File: src/rtl/dmem_arb_pkg.sv
// rtl/dmem_arb_pkg.sv - shared types and constants for the dmem arbiter
//
// Purpose: FSM state encoding, port indices and the round-robin pick
//          function used by dmem_arbiter.
// Contents:
//   state_t   IDLE / LOCK0 / LOCK1 arbiter ownership state
//   NPORTS    number of requesting ports (2)
//   CPU_PORT  port index of the MIPS CPU (0)
//   LDR_PORT  port index of the loader/debug master (1)
//   rr_pick   one-hot grant for the unlocked case

package dmem_arb_pkg;

  typedef enum logic [1:0] {
    IDLE  = 2'd0,
    LOCK0 = 2'd1,
    LOCK1 = 2'd2
  } state_t;

  localparam int NPORTS   = 2;
  localparam int CPU_PORT = 0;
  localparam int LDR_PORT = 1;

  // rr holds the port that won last; on contention the other port goes.
  function automatic logic [NPORTS-1:0] rr_pick(input logic [NPORTS-1:0] req,
                                                 input logic              rr);
    logic [NPORTS-1:0] pick;
    pick = req;
    if (req == 2'b11) begin
      pick = rr ? 2'b01 : 2'b10;
    end
    return pick;
  endfunction

endpackage

File: src/rtl/sat_counter.sv
// rtl/sat_counter.sv - saturating up-counter
//
// Purpose: counts inc pulses and sticks at the all-ones value.
// Ports:
//   clk    in   system clock, rising edge
//   reset  in   asynchronous active-low reset, clears count
//   inc    in   count enable for this cycle
//   count  out  current count, saturates at 2^CW-1

module sat_counter #(
  parameter int CW = 16
) (
  input  logic          clk,
  input  logic          reset,
  input  logic          inc,
  output logic [CW-1:0] count
);

  always_ff @(posedge clk or negedge reset) begin
    if (!reset) begin
      count <= '0;
    end else if (inc && (count != {CW{1'b1}})) begin
      count <= count + {{(CW-1){1'b0}}, 1'b1};
    end
  end

endmodule

File: src/rtl/dmem_arbiter.sv
// rtl/dmem_arbiter.sv - two-port round-robin arbiter with lock for the data memory
//
// Purpose: shares one combinational-read dmem between the CPU (port 0) and the
//          loader/debug master (port 1). Grants are combinational so an
//          uncontended access completes in the same cycle. A granted port can
//          lock the memory for atomic sequences; a lock held for MAX_LOCK
//          cycles is broken and flagged in lock_err.
// Ports:
//   clk           in   system clock, rising edge
//   reset         in   asynchronous active-low reset
//   req[1:0]      in   per-port access request
//   lock[1:0]     in   per-port lock request, only honoured while granted
//   we[1:0]       in   per-port write enable
//   addr0/addr1   in   per-port address
//   wd0/wd1       in   per-port write data
//   gnt[1:0]      out  one-hot or zero grant; transfer when req&gnt
//   rdata         out  dmem read data, shared by both ports
//   mem_addr      out  address to dmem
//   mem_wd        out  write data to dmem
//   mem_we        out  write strobe to dmem
//   mem_rd        in   combinational read data from dmem
//   lock_err      out  sticky lock-timeout flag
//   gcnt0/gcnt1   out  saturating completed-transfer counts per port

module dmem_arbiter
  import dmem_arb_pkg::*;
#(
  parameter int N        = 16,
  parameter int A        = 16,
  parameter int MAX_LOCK = 8,
  parameter int CW       = 16
) (
  input  logic              clk,
  input  logic              reset,
  input  logic [NPORTS-1:0] req,
  input  logic [NPORTS-1:0] lock,
  input  logic [NPORTS-1:0] we,
  input  logic [A-1:0]      addr0,
  input  logic [A-1:0]      addr1,
  input  logic [N-1:0]      wd0,
  input  logic [N-1:0]      wd1,
  output logic [NPORTS-1:0] gnt,
  output logic [N-1:0]      rdata,
  output logic [A-1:0]      mem_addr,
  output logic [N-1:0]      mem_wd,
  output logic              mem_we,
  input  logic [N-1:0]      mem_rd,
  output logic              lock_err,
  output logic [CW-1:0]     gcnt0,
  output logic [CW-1:0]     gcnt1
);

  localparam int LW = $clog2(MAX_LOCK + 1);
  localparam logic [LW-1:0] LOCK_LIMIT = LW'(MAX_LOCK);
  localparam logic [LW-1:0] LOCK_ONE   = LW'(1);

  state_t            state;
  logic              rr;
  logic [LW-1:0]     lock_cnt;
  logic [NPORTS-1:0] xfer;

  // Grant is a pure function of state, rr and req so that a lone CPU access
  // is serviced in the cycle it is raised. Reset forces it off.
  always_comb begin
    gnt = '0;
    if (reset) begin
      unique case (state)
        IDLE:    gnt = rr_pick(req, rr);
        LOCK0:   gnt[CPU_PORT] = req[CPU_PORT];
        LOCK1:   gnt[LDR_PORT] = req[LDR_PORT];
        default: gnt = '0;
      endcase
    end
  end

  assign xfer = gnt & req;

  // Port 0 drives the memory bus whenever port 1 is not granted.
  always_comb begin
    mem_addr = addr0;
    mem_wd   = wd0;
    if (gnt[LDR_PORT]) begin
      mem_addr = addr1;
      mem_wd   = wd1;
    end
  end

  assign mem_we = |(xfer & we);
  assign rdata  = mem_rd;

  always_ff @(posedge clk or negedge reset) begin
    if (!reset) begin
      state    <= IDLE;
      rr       <= 1'b1;
      lock_cnt <= '0;
      lock_err <= 1'b0;
    end else begin
      if (xfer[CPU_PORT]) begin
        rr <= 1'b0;
      end else if (xfer[LDR_PORT]) begin
        rr <= 1'b1;
      end

      unique case (state)
        IDLE: begin
          if (xfer[CPU_PORT] && lock[CPU_PORT]) begin
            state    <= LOCK0;
            lock_cnt <= LOCK_ONE;
          end else if (xfer[LDR_PORT] && lock[LDR_PORT]) begin
            state    <= LOCK1;
            lock_cnt <= LOCK_ONE;
          end
        end

        LOCK0: begin
          if (!lock[CPU_PORT]) begin
            state    <= IDLE;
            lock_cnt <= '0;
          end else if (lock_cnt == LOCK_LIMIT) begin
            // Break the lock and hand priority to the other port.
            state    <= IDLE;
            lock_cnt <= '0;
            lock_err <= 1'b1;
            rr       <= 1'b0;
          end else begin
            lock_cnt <= lock_cnt + LOCK_ONE;
          end
        end

        LOCK1: begin
          if (!lock[LDR_PORT]) begin
            state    <= IDLE;
            lock_cnt <= '0;
          end else if (lock_cnt == LOCK_LIMIT) begin
            state    <= IDLE;
            lock_cnt <= '0;
            lock_err <= 1'b1;
            rr       <= 1'b1;
          end else begin
            lock_cnt <= lock_cnt + LOCK_ONE;
          end
        end

        default: begin
          state    <= IDLE;
          lock_cnt <= '0;
        end
      endcase
    end
  end

  sat_counter #(.CW(CW)) u_gcnt0 (
    .clk   (clk),
    .reset (reset),
    .inc   (xfer[CPU_PORT]),
    .count (gcnt0)
  );

  sat_counter #(.CW(CW)) u_gcnt1 (
    .clk   (clk),
    .reset (reset),
    .inc   (xfer[LDR_PORT]),
    .count (gcnt1)
  );

endmodule

File: config.mk
export PLATFORM = sky130hd
export DESIGN_NAME = dmem_arbiter
export DESIGN_NICKNAME = d
export VERILOG_FILES = /design/src/rtl/dmem_arb_pkg.sv /design/src/rtl/sat_counter.sv /design/src/rtl/dmem_arbiter.sv
export SDC_FILE = /design/constraint.sdc
export NUM_CORES = 1
export LEC_CHECK = 0
export CAP_MARGIN = 20
export CORE_MARGIN = 4
export CORE_UTILIZATION = 37
export DETAILED_ROUTE_END_ITERATION = 7
export PLACE_DENSITY = 0.86
export SLEW_MARGIN = 20
export SYNTH_ARGS = -nofsm -noshare
export SYNTH_HDL_FRONTEND = slang
export SYNTH_SLANG_ARGS = --single-unit
File: constraint.sdc
create_clock -name clk -period 2.6 [get_ports clk]
set_input_delay 0.52 -clock clk [delete_from_list [all_inputs] [get_ports clk]]
set_output_delay 0.52 -clock clk [all_outputs]
set_load 0.02 [all_outputs]
Yosys cells after proc, flatten, opt, wreduce, memory -nomap -nowiden. Index checks and enable logic that the tools add are counted. W data, S select, Z words.

Bits of input ports: 88. Bits in registers: 40. Logic and storage cells: 58. Output and inout bits: 84.

Add/subtract/negate cells: 3. Bitwise operators: 2. Equal/unequal tests: 9. Multiplexer cells: 30. Reduce and logical (&&, ||, !) cells: 8.

Operators with widths (number): $add A16 B1 Y16 const B (2); $mux W16 (2); $ne A16 B16 Y1 const B (2); $mux W4 (5); $mux W2 (8); $pmux W4 S3 (1); $mux W1 (9); $pmux W1 S2 (4); $pmux W2 S3 (1); $add A4 B1 Y4 const B (1); $and A2 B2 Y2 (2); $eq A2 B2 Y1 const B (2); $eq A4 B4 Y1 const B (1); $logic_and A1 B1 Y1 (4); $ne A2 B2 Y1 const B (2); $ne A3 B3 Y1 const B (1); $reduce_and A3 Y1 (1); $eq A2 B1 Y1 const B (1); $logic_not A2 Y1 (1); $reduce_bool A2 Y1 (1); $reduce_or A2 Y1 (1).

Longest topological paths before layout.
Depth in word-level cells: 10. Depth in mapped cells: 8. Mapped depth without buffers: 7.

Hierarchy. From an unflattened synthesis, not the netlist that was laid out.

Cell total of the unflattened synthesis: 267. Area total of the unflattened synthesis: 3010.4 µm².

By module, submodules not included: sat_counter (seq. area each 400.4 µm², cells each 72, times used 2, area each 859.6 µm²); dmem_arbiter (seq. area each 201.4 µm², cells each 123, times used 1, area each 1291.2 µm²).

Worst setup path after synthesis. No wires, ideal clock.

Path type: flip-flop to output port. Start point: reg state[0]. End point: out mem_addr[0]. Required time: 2.080 ns. Buffers on the path: 3. Cell stages (with the launch flop): 9. Arrival: 1.945 ns. Setup slack: 0.135 ns. Cells stage by stage: dfrtp_1 inv_1 ha_1 and3b_1 buf_6 nor2_1 buf_2 buf_2 mux2_2.

Cells in the longest elaborated chain, start to end: 4. Elaborated cells on any way between the ends: 5. Those cells by class: eq/ne (1); mux (3); reduce/logical (1).

RTL lines: from (decl) (RTL line dmem_arbiter.sv:57) `state_t state;`; from (signal assigned) (RTL line dmem_arbiter.sv:93) `state <= IDLE;`; from (signal assigned) (RTL line dmem_arbiter.sv:107) `state <= LOCK0;`; from (signal assigned) (RTL line dmem_arbiter.sv:110) `state <= LOCK1;`; $eq A2 B2 Y1 / $logic_not A2 Y1 (equally long branches) (RTL line dmem_arbiter.sv:67) `unique case (state)`; $pmux W1 S2 (*) (RTL line dmem_arbiter.sv:67); $mux W2 (*) (RTL line dmem_arbiter.sv:66) `if (reset) begin`; $mux W16 (*) (RTL line dmem_arbiter.sv:82) `if (gnt[LDR_PORT]) begin`; to (decl) (RTL line dmem_arbiter.sv:44) `output logic [A-1:0] mem_addr,`.

Every way passes the cells marked *; elsewhere a longest branch is shown, timed or not.

Worst setup path in the final report.
Start point: reg state[1]. End point: out mem_wd[7].

Cells in the longest elaborated chain, start to end: 4. Elaborated cells on any way between the ends: 5. Those cells by class: eq/ne (1); mux (3); reduce/logical (1).

RTL lines: $eq A2 B2 Y1 / $logic_not A2 Y1 (equally long branches) (RTL line dmem_arbiter.sv:67); $pmux W1 S2 (*) (RTL line dmem_arbiter.sv:67); $mux W2 (*) (RTL line dmem_arbiter.sv:66); $mux W16 (*) (RTL line dmem_arbiter.sv:82); to (decl) (RTL line dmem_arbiter.sv:45) `output logic [N-1:0] mem_wd,`.

Marked as above.

==> flow_summary_export.csv <==
group,metric,value,unit
run_status,status,"finished with violations",
run_status,failed_checks,"negative setup slack",
critical_path,reg2reg_depth,9,
place,numPortBuffers,139,
critical_path,crit_slowest_cell,"dfrtp_2",
floorplanning,die_y,93.1,um
sta,final_hold_viol_count,0,
yosys,synth_compound_area_share,10.2,%
critical_path,crit_chain,"inv_2 -> ha_4 -> o211ai_1 -> nor2_4 -> buf_12 -> buf_16 -> mux2_4 -> buf_6",
cells_and_area,fin_util,64.2,%
sta,min_period,2.65,ns
route,wirelength,9000,um
grt,overflow,0,
critical_path,r2r_end,"u_gcnt0.count[15]",
yosys,synth-edff-count,0,
yosys,synth_top_area_cell,"dfrtp_1",
yosys,synth-seq-cells,40,
critical_path,worstPathRequired,2.08,ns
floorplanning,ioPinCount,172,
clock_tree,cts_tree,"yes",
yosys,synth_top_cell_area_share,36.4,%
yosys,synthMuxAreaShare,15.5,%
cells_and_area,layoutNonFillerInstCount,507,
critical_path,r2r_slack,0.30,ns
sta,relSlewSlack,49.5,%
route,routedWlPerCell,17.7,um
yosys,yosys_warnings,0,
cells_and_area,syn_to_final_growth,65.6,%
grt,grt_max_degree,37,
sta,setup-tns-final,-0.802,ns
grt,grt_pass1_vias,2651,
cells_and_area,final_nets,506,
clock_tree,numCtsBuffers,5,
critical_path,arrival,2.13,ns
yosys,syn_area,0.00268,mm^2
sta,setup_viol,26,
yosys,syn_nets,353,
yosys,synth_area_leaders,"dfrtp_1 (36%), mux2_2 (15%), xor2_1 (4.6%), buf_4 (4.5%), ha_1 (3.7%)",
cells_and_area,multi_input_area,0.00156,mm^2
place,place_congestion,0.919,
sta,period_share,102,%
critical_path,timing.rr.start,"state[1]",
clock_tree,cts_root_buf,"clkbuf_8",
critical_path,cpPeakStageDelay,0.42,ns
sta,fin_skew,0.00758,ns
sta,rsz0062_at_grt,"true",
clock_tree,cts_buffer_depth,2,
clock_tree,cts_max_level,2,
grt,grt_pass1_wl,13700,um
critical_path,startpoint,"state[1]",
cells_and_area,register_area,0.00100,mm^2
run,maxCapViolCount,0,
yosys,synthDistinctLibCells,50,
floorplanning,core_area,0.00691,mm^2
yosys,synth_top_family_by_area,"simple AND/OR/NAND/NOR gates",
power,p_leak,1.93,nW
yosys,ys.flop_type,"dfrtp_1",
clock_tree,ctsHoldBuffers,0,
critical_path,cpLargestDelayFamily,"buffers and inverters",
clock_tree,clkSinkCount,40,
clock_tree,clkTransAtPathRegs,0.09,ns
floorplanning,rows,30,
floorplanning,dieArea,0.00867,mm^2
hold_path,hp-class,"in2async",
sta,slew_viol_final,0,
yosys,synthAdderAreaFrac,3.74,%
sta,whs,0.150,ns
sta,max_freq,0.378,GHz
yosys,yosysSeqAreaShare,37.4,%
power,vdd_drop_max,0.587,mV
power,power.density,675,mW/mm^2
cells_and_area,layout-drive-gt1-share,30.9,%
grt,track_usage,19.8,%
critical_path,worst_setup_path_end_kind,"output port",
yosys,ys_async_sr_fraction,100,%
floorplanning,start_util,38.8,%
sta,worst-slew-pin-transition,0.750,ns
grt,antenna_found_initial,0,
cells_and_area,fill_cells,573,
yosys,synth-simple-area-share,18.0,%
route,drtAntennaViolNets,0,
floorplanning,die_w,93.1,um
clock_tree,clk_latency,0.30,ns
critical_path,path_class,"reg2out",
route,post_drt_via_cell_ratio,5.10,
power,p_total,0.00299,W
route,drtIter0Drc,86,
route,drcViolationCount,0,
critical_path,setup.worst_path.start_class,"register",
sta,fin_ws,-0.0465,ns
cells_and_area,diodes,0,
yosys,synth_xor_area_share,7.85,%
route,dr.pass1.iters,6,
route,num_vias,2587,
yosys,netlist_instances,257,
yosys,postSynthAreaPerCell,10.4,um^2
critical_path,worstPathMaxFanout,7,
place,hpwl,6750,um
critical_path,path_buf_inv,4,
place,place_inst,491,
-- synthesized netlist by cell type (6+ instances only) --
cell type	number
inv_1	8
mux2_2	35
xor2_1	14
nor3_1	6
nand3_1	13
nand2_1	13
buf_4	16
o21ai_0	9
xnor2_1	10
ha_1	8
dfrtp_1	39
a21oi_1	8
nor2_1	9
-- where the power goes --
group	internal (W)	switching, W	total (W)
clock	0.000215	0.000238	0.000453
sequential	0.000736	0.000144	0.000880
combinational	0.000878	0.000783	0.00166
total	0.00183	0.00117	0.00299
-- worst reg2reg max path: stages (launching register included) --
cell      delay, ns
dfrtp_2        0.45
inv_2          0.09
ha_4           0.13
buf_4          0.10
buf_4          0.11
o211ai_1       0.11
buf_4          0.18
or4b_4         0.56
nor4b_1        0.32
xor2_1         0.18
-- layer usage --
metal  routed length [um]  GRT usage, %  vias to the layer above
li1                     -             -                     1235
met1                 3610          25.2                     1250
met2                 4750          33.8                       95
met3                  539          3.94                        7
met4                   93          6.35                        0
met5                    0             0                        -
-- kinds of logic (layout without fill, tap and decap cells) --
kind of cell	Yosys count	after routing
XOR/XNOR	24	24
flip-flops	40	40
AO/OA/AOI/OAI	40	40
AND/OR/NAND/NOR	77	77
buffers and inverters	31	185
multiplexers	37	37
adder cells (fa/ha/maj)	8	8
-- layout by cell type (no fill, tap or decap), drive strengths merged, types with 6 or more instances in the layout --
cell	Yosys	layout
clkdlybuf4s50	0	102
buf	23	64
dfrtp	39	39
mux2	35	35
xor2	14	14
nand2	13	13
nand3	13	13
xnor2	10	10
o21ai	9	9
nor2	9	9
a21oi	8	8
inv	8	8
ha	8	8
clkbuf	0	7
nor3	6	6
nor4	6	6
-- layout make-up --
class / instances / share of cell area, %
sequential: 40 / 22.6
multi-input combinational: 186 / 35.1
tap: 96 / 2.71
clock inverter: 2 / 0.338
inverter: 8 / 0.677
timing repair buffer: 169 / 36.7
clock buffer: 6 / 1.86
-- sequential cells by signal, summed over array words and instances, names as in the netlist --
signal,cells
u_gcnt1.count,16
state,2
u_gcnt0.count,16
rr,1
lock_err,1
lock_cnt,4
-- worst max path at each step --
stage | endpoint | slack [ns] | cells after the start
floorplan | mem_addr[0] | 0.14 | 8
global placement | mem_wd[8] | -0.37 | 6
detailed placement | mem_wd[8] | -0.40 | 6
CTS | mem_wd[13] | -0.20 | 7
global route | mem_addr[12] | -0.13 | 7
finish | mem_wd[7] | -0.05 | 8
-- what timing repair did --
action / in CTS / in global routing
setup buffers: 3 / 3
gates cloned: 2 / 1
pin swaps: 0 / 2
endpoints found under the setup margin: 35 / 35
gates resized for setup: 135 / 68
-- metrics by stage --
stage / setup WS, ns / instance area (um^2)
6_report: -0.0465 / 4440
3_5_place_dp: -0.396 / 4200
5_1_grt: -0.128 / 4440
3_3_place_gp: -0.373 / 4200
2_1_floorplan: 0.135 / 2680
4_1_cts: -0.203 / 4280
Note: power is estimated with default switching activity, not from simulation.
